## src/rtl/mul_sequencer.sv

```systemverilog
`default_nettype none
// +----------------------------------------------------------------------------+
// | Module   : mul_sequencer                                                   |
// | Purpose  : Iterative 32x32 unsigned multiplier controller. It borrows the  |
// |            core's 32-bit ALU for a fixed 32-step shift-add sequence and    |
// |            returns the low (MUL) or high (MULHU) word of the product.      |
// | Revision : 1.0 - initial release                                           |
// +----------------------------------------------------------------------------+
module mul_sequencer #(
   parameter int WIDTH = 32
) (
   input  logic             clk,
   input  logic             rst_n,
   input  logic             start_i,
   input  logic             op_i,
   input  logic [WIDTH-1:0] op_a_i,
   input  logic [WIDTH-1:0] op_b_i,
   input  logic             kill_i,
   output logic             busy_o,
   output logic             done_o,
   output logic [WIDTH-1:0] result_o,
   output logic             alu_req_o,
   output logic [WIDTH-1:0] alu_a_o,
   output logic [WIDTH-1:0] alu_b_o,
   output logic [2:0]       alu_control_o,
   input  logic [WIDTH-1:0] alu_result_i,
   input  logic [3:0]       alu_flags_i
);

   // Sequencer states
   localparam logic [1:0] c_IDLE = 2'd0;
   localparam logic [1:0] c_RUN  = 2'd1;
   localparam logic [1:0] c_DONE = 2'd2;

   // Index of the final shift-add step and the ALU opcode for ADD
   localparam logic [4:0] c_CNT_LAST = 5'd31;
   localparam logic [2:0] c_ALU_ADD  = 3'b000;

   // Position of the carry-out inside the ALU flag vector {v, c, n, z}
   localparam int c_FLAG_C = 2;

   logic [1:0]       state_q,  state_d;
   logic [WIDTH-1:0] mcand_q,  mcand_d;
   logic [WIDTH-1:0] hi_q,     hi_d;
   logic [WIDTH-1:0] lo_q,     lo_d;
   logic [4:0]       cnt_q,    cnt_d;
   logic             op_q,     op_d;
   logic [WIDTH-1:0] result_q, result_d;

   logic             w_carry;
   logic [WIDTH-1:0] w_sum;
   logic [WIDTH-1:0] w_hi_step;
   logic [WIDTH-1:0] w_lo_step;

   // Overflow, negative and zero flags carry no information for an
   // unsigned shift-add; they are gathered here only to mark them as unused.
   logic w_unused_flags;
   assign w_unused_flags = ^{alu_flags_i[3], alu_flags_i[1:0]};

   // One shift-add step: add the multiplicand when the current multiplier bit
   // is set, then shift the 65-bit {carry, sum, lo} right by one position.
   always_comb begin
      w_carry   = 1'b0;
      w_sum     = hi_q;
      if (lo_q[0]) begin
         w_carry = alu_flags_i[c_FLAG_C];
         w_sum   = alu_result_i;
      end
      w_hi_step = {w_carry, w_sum[WIDTH-1:1]};
      w_lo_step = {w_sum[0], lo_q[WIDTH-1:1]};
   end

   // Next-state and datapath register update logic
   always_comb begin
      state_d  = state_q;
      mcand_d  = mcand_q;
      hi_d     = hi_q;
      lo_d     = lo_q;
      cnt_d    = cnt_q;
      op_d     = op_q;
      result_d = result_q;

      case (state_q)
         c_IDLE: begin
            // A simultaneous kill suppresses acceptance of a new request
            if (start_i && !kill_i) begin
               mcand_d = op_a_i;
               lo_d    = op_b_i;
               hi_d    = '0;
               cnt_d   = '0;
               op_d    = op_i;
               state_d = c_RUN;
            end
         end

         c_RUN: begin
            if (kill_i) begin
               // Abort: the partial product is discarded, result is untouched
               state_d = c_IDLE;
            end else begin
               hi_d  = w_hi_step;
               lo_d  = w_lo_step;
               cnt_d = cnt_q + 5'd1;
               if (cnt_q == c_CNT_LAST) begin
                  // Capture the selected word from the final step's outputs so
                  // it is already valid while done is high.
                  result_d = op_q ? w_hi_step : w_lo_step;
                  state_d  = c_DONE;
               end
            end
         end

         c_DONE: begin
            state_d = c_IDLE;
         end

         default: begin
            state_d = c_IDLE;
         end
      endcase
   end

   // State and datapath registers with asynchronous active-low reset
   always_ff @(posedge clk or negedge rst_n) begin
      if (!rst_n) begin
         state_q  <= c_IDLE;
         mcand_q  <= '0;
         hi_q     <= '0;
         lo_q     <= '0;
         cnt_q    <= '0;
         op_q     <= 1'b0;
         result_q <= '0;
      end else begin
         state_q  <= state_d;
         mcand_q  <= mcand_d;
         hi_q     <= hi_d;
         lo_q     <= lo_d;
         cnt_q    <= cnt_d;
         op_q     <= op_d;
         result_q <= result_d;
      end
   end

   assign busy_o        = (state_q != c_IDLE);
   assign done_o        = (state_q == c_DONE);
   assign alu_req_o     = (state_q == c_RUN);
   assign result_o      = result_q;
   assign alu_a_o       = hi_q;
   assign alu_b_o       = mcand_q;
   assign alu_control_o = c_ALU_ADD;

endmodule
`default_nettype wire

```

## config.mk

```make
export PLATFORM = sky130hd
export DESIGN_NAME = mul_sequencer
export DESIGN_NICKNAME = d
export VERILOG_FILES = /design/src/rtl/mul_sequencer.sv
export SDC_FILE = /design/constraint.sdc
export NUM_CORES = 1
export LEC_CHECK = 0
export CAP_MARGIN = 40
export CORE_UTILIZATION = 49
export DETAILED_ROUTE_END_ITERATION = 6
export GPL_TIMING_DRIVEN = 0
export PLACE_DENSITY = 0.9
export REMOVE_ABC_BUFFERS = 1
export SLEW_MARGIN = 20
export SYNTH_ARGS = -nofsm -noshare
export SYNTH_HDL_FRONTEND = slang
export SYNTH_SLANG_ARGS = --single-unit
```

## constraint.sdc

```tcl
create_clock -name clk -period 6.06 [get_ports clk]
set_clock_uncertainty 0.2 [all_clocks]
set_input_delay 1.212 -clock clk [delete_from_list [all_inputs] [get_ports clk]]
set_output_delay 1.212 -clock clk [all_outputs]
set_load 0.005 [all_outputs]
```

=== Word-level counts from Yosys, hierarchy flattened ===
Index checks and enable logic that the tools add are counted.

* Register bits: 136
* Word-level logic and storage cells: 40
* Output and inout bits: 102
* Input bits: 105

* Bitwise logic cells: 1
* Multiplexer cells: 16
* Reduce and logical (&&, ||, !) cells: 9
* $add $sub $neg: 1
* Equal/unequal tests: 6

{| class="wikitable"
|+ Operators by type and width
! kind !! number
|-
| $mux W32 || 6
|-
| $pmux W32 S2 || 2
|-
| $mux W5 || 2
|-
| $pmux W5 S2 || 1
|-
| $mux W2 || 3
|-
| $reduce_and A3 Y1 || 2
|-
| $add A5 B1 Y5 const B || 1
|-
| $eq A5 B5 Y1 const B || 1
|-
| $ne A2 B2 Y1 const B || 2
|-
| $pmux W2 S2 || 1
|-
| $reduce_and A2 Y1 || 2
|-
| $reduce_bool A2 Y1 || 2
|-
| $ne A3 B2 Y1 const B || 1
|-
| $eq A2 B1 Y1 const B || 1
|-
| $eq A2 B2 Y1 const B || 1
|-
| $logic_not A2 Y1 || 1
|-
| $logic_and A1 B1 Y1 || 1
|-
| $logic_not A1 Y1 || 1
|-
| $mux W1 || 1
|-
| $not A1 Y1 || 1
|}

=== Depth between registers and ports, before layout ===
* Depth in word-level cells: 4
* Depth in mapped cells: 8
* Mapped depth without buffers: 6

=== Worst setup path before layout ===
Ideal clock, no wire load.

* Path type: input to register
* Start: in kill_i
* End: reg mcand_q[10] (netlist: alu_b_o[10])
* Arrival time: 2.168 ns
* Library setup time: 0.125 ns
* Stages: 3
* Path slack: 3.568 ns
* Path buffers: 1
* Cells stage by stage: nor4b_4 > buf_2 > mux2_2

* Longest elaborated chain between the ends: 3

{| class="wikitable"
|+ RTL lines
! element !! RTL line !! RTL
|-
| from (decl) || 18 || <nowiki>input logic kill_i,</nowiki>
|-
| $logic_not A1 Y1 || 86 || <nowiki>if (start_i && !kill_i) begin</nowiki>
|-
| $logic_and A1 B1 Y1 || 86 ||
|-
| $reduce_and A2 Y1 (no line) || - ||
|-
| to (signal assigned) || 135 || <nowiki>mcand_q <= mcand_d;</nowiki>
|-
| to (decl) || 43 || <nowiki>logic [WIDTH-1:0] mcand_q, mcand_d;</nowiki>
|}

Every way passes these cells.
A chain may end at the register's enable or synchronous reset.

=== Worst setup path after layout ===
* Start: reg state_q[1]
* End: out alu_req_o

* Longest elaborated chain between the ends: 1

{| class="wikitable"
|+ RTL lines
! element !! RTL line !! RTL
|-
| from (decl) || 42 || <nowiki>logic [1:0] state_q, state_d;</nowiki>
|-
| from (signal assigned) || 126 || <nowiki>state_q <= c_IDLE;</nowiki>
|-
| from (signal assigned) || 134 || <nowiki>state_q <= state_d;</nowiki>
|-
| $eq A2 B1 Y1 || 146 || <nowiki>assign alu_req_o = (state_q == c_RUN);</nowiki>
|-
| to (decl) || 22 || <nowiki>output logic alu_req_o,</nowiki>
|}

Every way passes these cells.

==> results by group <==
Run status
  – Run status: complete, no violations

Synth
  – Most area-hungry cell type in the Yosys netlist: sky130_fd_sc_hd__dfrtp_1
  – Total of warnings raised by yosys: 0
  – Syn avg cell area: 11.3 µm²
  – Part of the Yosys area used for sequential elements: 56.5%
  – Synth Instances: 533
  – Top cells by area, synth: sky130_fd_sc_hd__dfrtp_1 (57%), sky130_fd_sc_hd__mux2_2 (6.4%), sky130_fd_sc_hd__mux2i_1 (5.3%)
  – Netlist Area Pre-Place: 6020 µm²
  – Top cells by instance count after synthesis: sky130_fd_sc_hd__dfrtp_1 (136), sky130_fd_sc_hd__nand2_1 (64), sky130_fd_sc_hd__nor2_1 (36)
  – Fraction of synthesis flops using an asynchronous set or reset pin: 100%
  – Distinct cell type count of the synthesized netlist: 35
  – Synthesized flop and latch total: 136
  – Top-count cell post-synth: sky130_fd_sc_hd__dfrtp_1
  – Number of enable-type register cells in the synthesized netlist: 0
  – Top cell type's share of synthesized area: 56.5%
  – Commonest register cell after synthesis: sky130_fd_sc_hd__dfrtp_1

Worst setup path
  – Cell-by-cell trace of the critical path: nand2b_2 > inv_2 > clkdlybuf4s50_1
  – CP Depth: 3
  – Worst setup EP type: output pin
  – Worst r2r path cells: 5
  – Required time reported for the critical path endpoint: 4.65 ns
  – CP Data Arrival Time: 2.83 ns
  – Slack of the worst reg-to-reg path: 3.30 ns
  – Worst setup path class: register to output pin
  – Maximum single-stage delay on the critical path: 0.67 ns
  – Worst setup SP type: register
  – Critical path's top delay family: buffers and inverters
  – RR Startpoint: state_q[0]
  – Worst setup path start: state_q[1]
  – Capturing instance or port of the critical path: alu_req_o
  – Critical Path Fanout Max: 35
  – Sum of buffers and inverters on the critical path: 2
  – Standard cell with the maximum stage delay on the critical path: sky130_fd_sc_hd__inv_2
  – Destination of the worst register-to-register timing path: lo_q[18]

Cells and area
  – Fraction of final layout cells with drive strength greater than 1: 11.4%
  – Antenna cell count: 0
  – Sequential standard cell area: 3410 µm²
  – Fin area: 8780 µm²
  – Area occupied by multi-input gates: 2420 µm²
  – Synthesis-to-finish area growth: 45.8%
  – Total number of nets in the final design: 825
  – Count of filler cells inserted in the layout: 810

STA
  – Worst slew pin tran: 0.821 ns
  – Final critical path time including I/O delays and setup: 4.25 ns
  – Final cycle utilization of the critical path: 70.1%
  – Setup repair after global routing missed its margin: no
  – Post-layout worst setup margin: 1.81 ns
  – Hold Violations, Final: 0
  – Highest achievable clock rate: 0.235 GHz
  – Slew Viols, Final: 0
  – Max-slew headroom: 45.1%
  – Setup violation total in the final timing report: 0

CTS
  – CTS max path bufs: 2
  – Clock sink count: 136
  – Post_cts resized: 0
  – Hold buffer count at CTS: 0
  – CTS tree: built
  – CTS buffer count: 17
  – Clk Tree Root Cell: sky130_fd_sc_hd__clkbuf_16
  – Reg clk slew, reported paths: 0.05 ns
  – CTS H-tree lvls: 4
  – Setup repair bufs after CTS: 0
  – Skew-Pair Late Insertion Delay: 0.41 ns

Power
  – Static leakage: 4.00 nW
  – Part of the power in registers: 42.2%
  – Total power divided by cell area: 332 nW/µm²
  – Net load switching power: 0.811 mW
  – Portion of total power attributed to combinational logic: 24.6%
  – Clock share of power: 33.3%
  – Switching power share of the total: 27.8%
  – Max IR drop VDD: 189 µV
  – Total internal power: 2.10 mW

Flow run
  – Reported max-cap violation count: 0

Floorplanning
  – Width of the die: 113 µm
  – Die height: 113 µm
  – Rows: 40
  – Initial Util: 50.1%
  – Die Footprint: 12700 µm²
  – Placeable core region: 12000 µm²
  – Number of placed I/O pins: 207

Place
  – Detailed Place HPWL: 11.4 mm
  – Placement-stage worst setup slack: 2.04 ns
  – Total cell area at the placement stage: 8230 µm²
  – Global placement routability congestion: 0.736
  – Port-buffer cells: 200

Drt
  – Number of search-and-repair iterations in the first detailed-routing pass: 4
  – Antenna-violating nets left: 0
  – Violation count after the first detailed-route iteration: 227
  – Routed WL per cell: 19.0 µm
  – Drc violations: 0
  – Routed vias: 5058
  – Total detailed-routing wirelength: 16.7 mm
  – Ratio of routed vias to standard cells: 5.78

Global routing
  – Initial antenna violation count: 0
  – Overall routing resource usage: 27.6%
  – Global-route wire length before repair: 27.2 mm
  – Pin count of the biggest net entering global routing: 75
  – Via count of the first global-routing pass: 5430
  – Total global routing overflow: 0

Hold path
  – Path type of the worst min-delay path: register to register
  – Start point of the worst min-delay path: result_o[7]
final cells by class:
class,count,area share [%]
repair buffers,213,25.2
multi-input cells,348,27.6
flip-flops and latches,136,38.8
clock buffers,26,5.80
clock inverters,3,0.456
inverters,2,0.0855
well taps,147,2.10
state kept, by name, indices dropped and copies added, names as in the netlist:
register,count
alu_a_o,32
alu_b_o,32
lo_q,32
result_o,32
cnt_q,5
state_q,2
op_q,1
per-stage QoR:
stage | power [mW] | TNS [ns] | utilization [%] | std cells | hold slack, ns
after global placement | 1.90 | -264.30 | 66.4 | 833 | 0.254
after floorplan | 1.53 | 0 | - | 486 | 0.238
after global routing | 3.06 | 0 | 73.1 | 875 | 0.292
after CTS | 2.94 | 0 | 73.1 | 875 | 0.277
final | 2.92 | 0 | 73.1 | 875 | 0.277
after detailed placement | 1.96 | 0 | 68.5 | 846 | 0.266
cell families after synthesis:
kind of cell	synth area share, %
other	0.0623
DFF	56.5
and+or+nand+nor	10.5
adders and majority gates	0.416
muxes	11.7
buffers and inverters	3.97
AOI/OAI and AO/OA	16.9
layout by cell type, fill, tap and decap left out, drive strengths merged, types with 2 or more instances in the layout:
master         instances
a22o                   3
nor3                  31
clkbuf                26
a211oi                31
nand2b                 2
dfrtp                136
clkdlybuf4s50        199
buf                   14
nand2                 64
conb                   3
a21o                  31
o2bb2ai               32
clkinv                 2
ha                     2
inv                    2
mux2                  34
mux2i                 32
nor2                  36
nor3b                  2
a31oi                 31
o22ai                  2
or2                    2
worst min path at each step:
stage                   to  slack, ns  cells after the start
2_1_floorplan     cnt_q[3]       0.24                      1
3_5_place_dp   result_o[7]       0.27                      1
5_1_grt        result_o[8]       0.29                      1
4_1_cts        result_o[7]       0.28                      1
6_report       result_o[7]       0.28                      1
3_3_place_gp      cnt_q[3]       0.25                      1
per-layer routing:
layer	up-vias	part of all wire [%]	global-route usage, %
met5	-	0	0
met4	0	2.8	11.3
met3	36	8.2	9.11
met2	247	50	47.3
met1	2474	39	32.0
li1	2301	-	-
power by group through the flow:
stage / logic, mW / clock network (mW) / registers (mW)
after floorplan: 0.304 / 0 / 1.23
after global placement: 0.640 / 0 / 1.26
after detailed placement: 0.715 / 0 / 1.24
after CTS: 0.723 / 0.985 / 1.23
after global routing: 0.777 / 1.02 / 1.26
final: 0.716 / 0.970 / 1.23
Note: power is estimated with default switching activity, not from simulation.
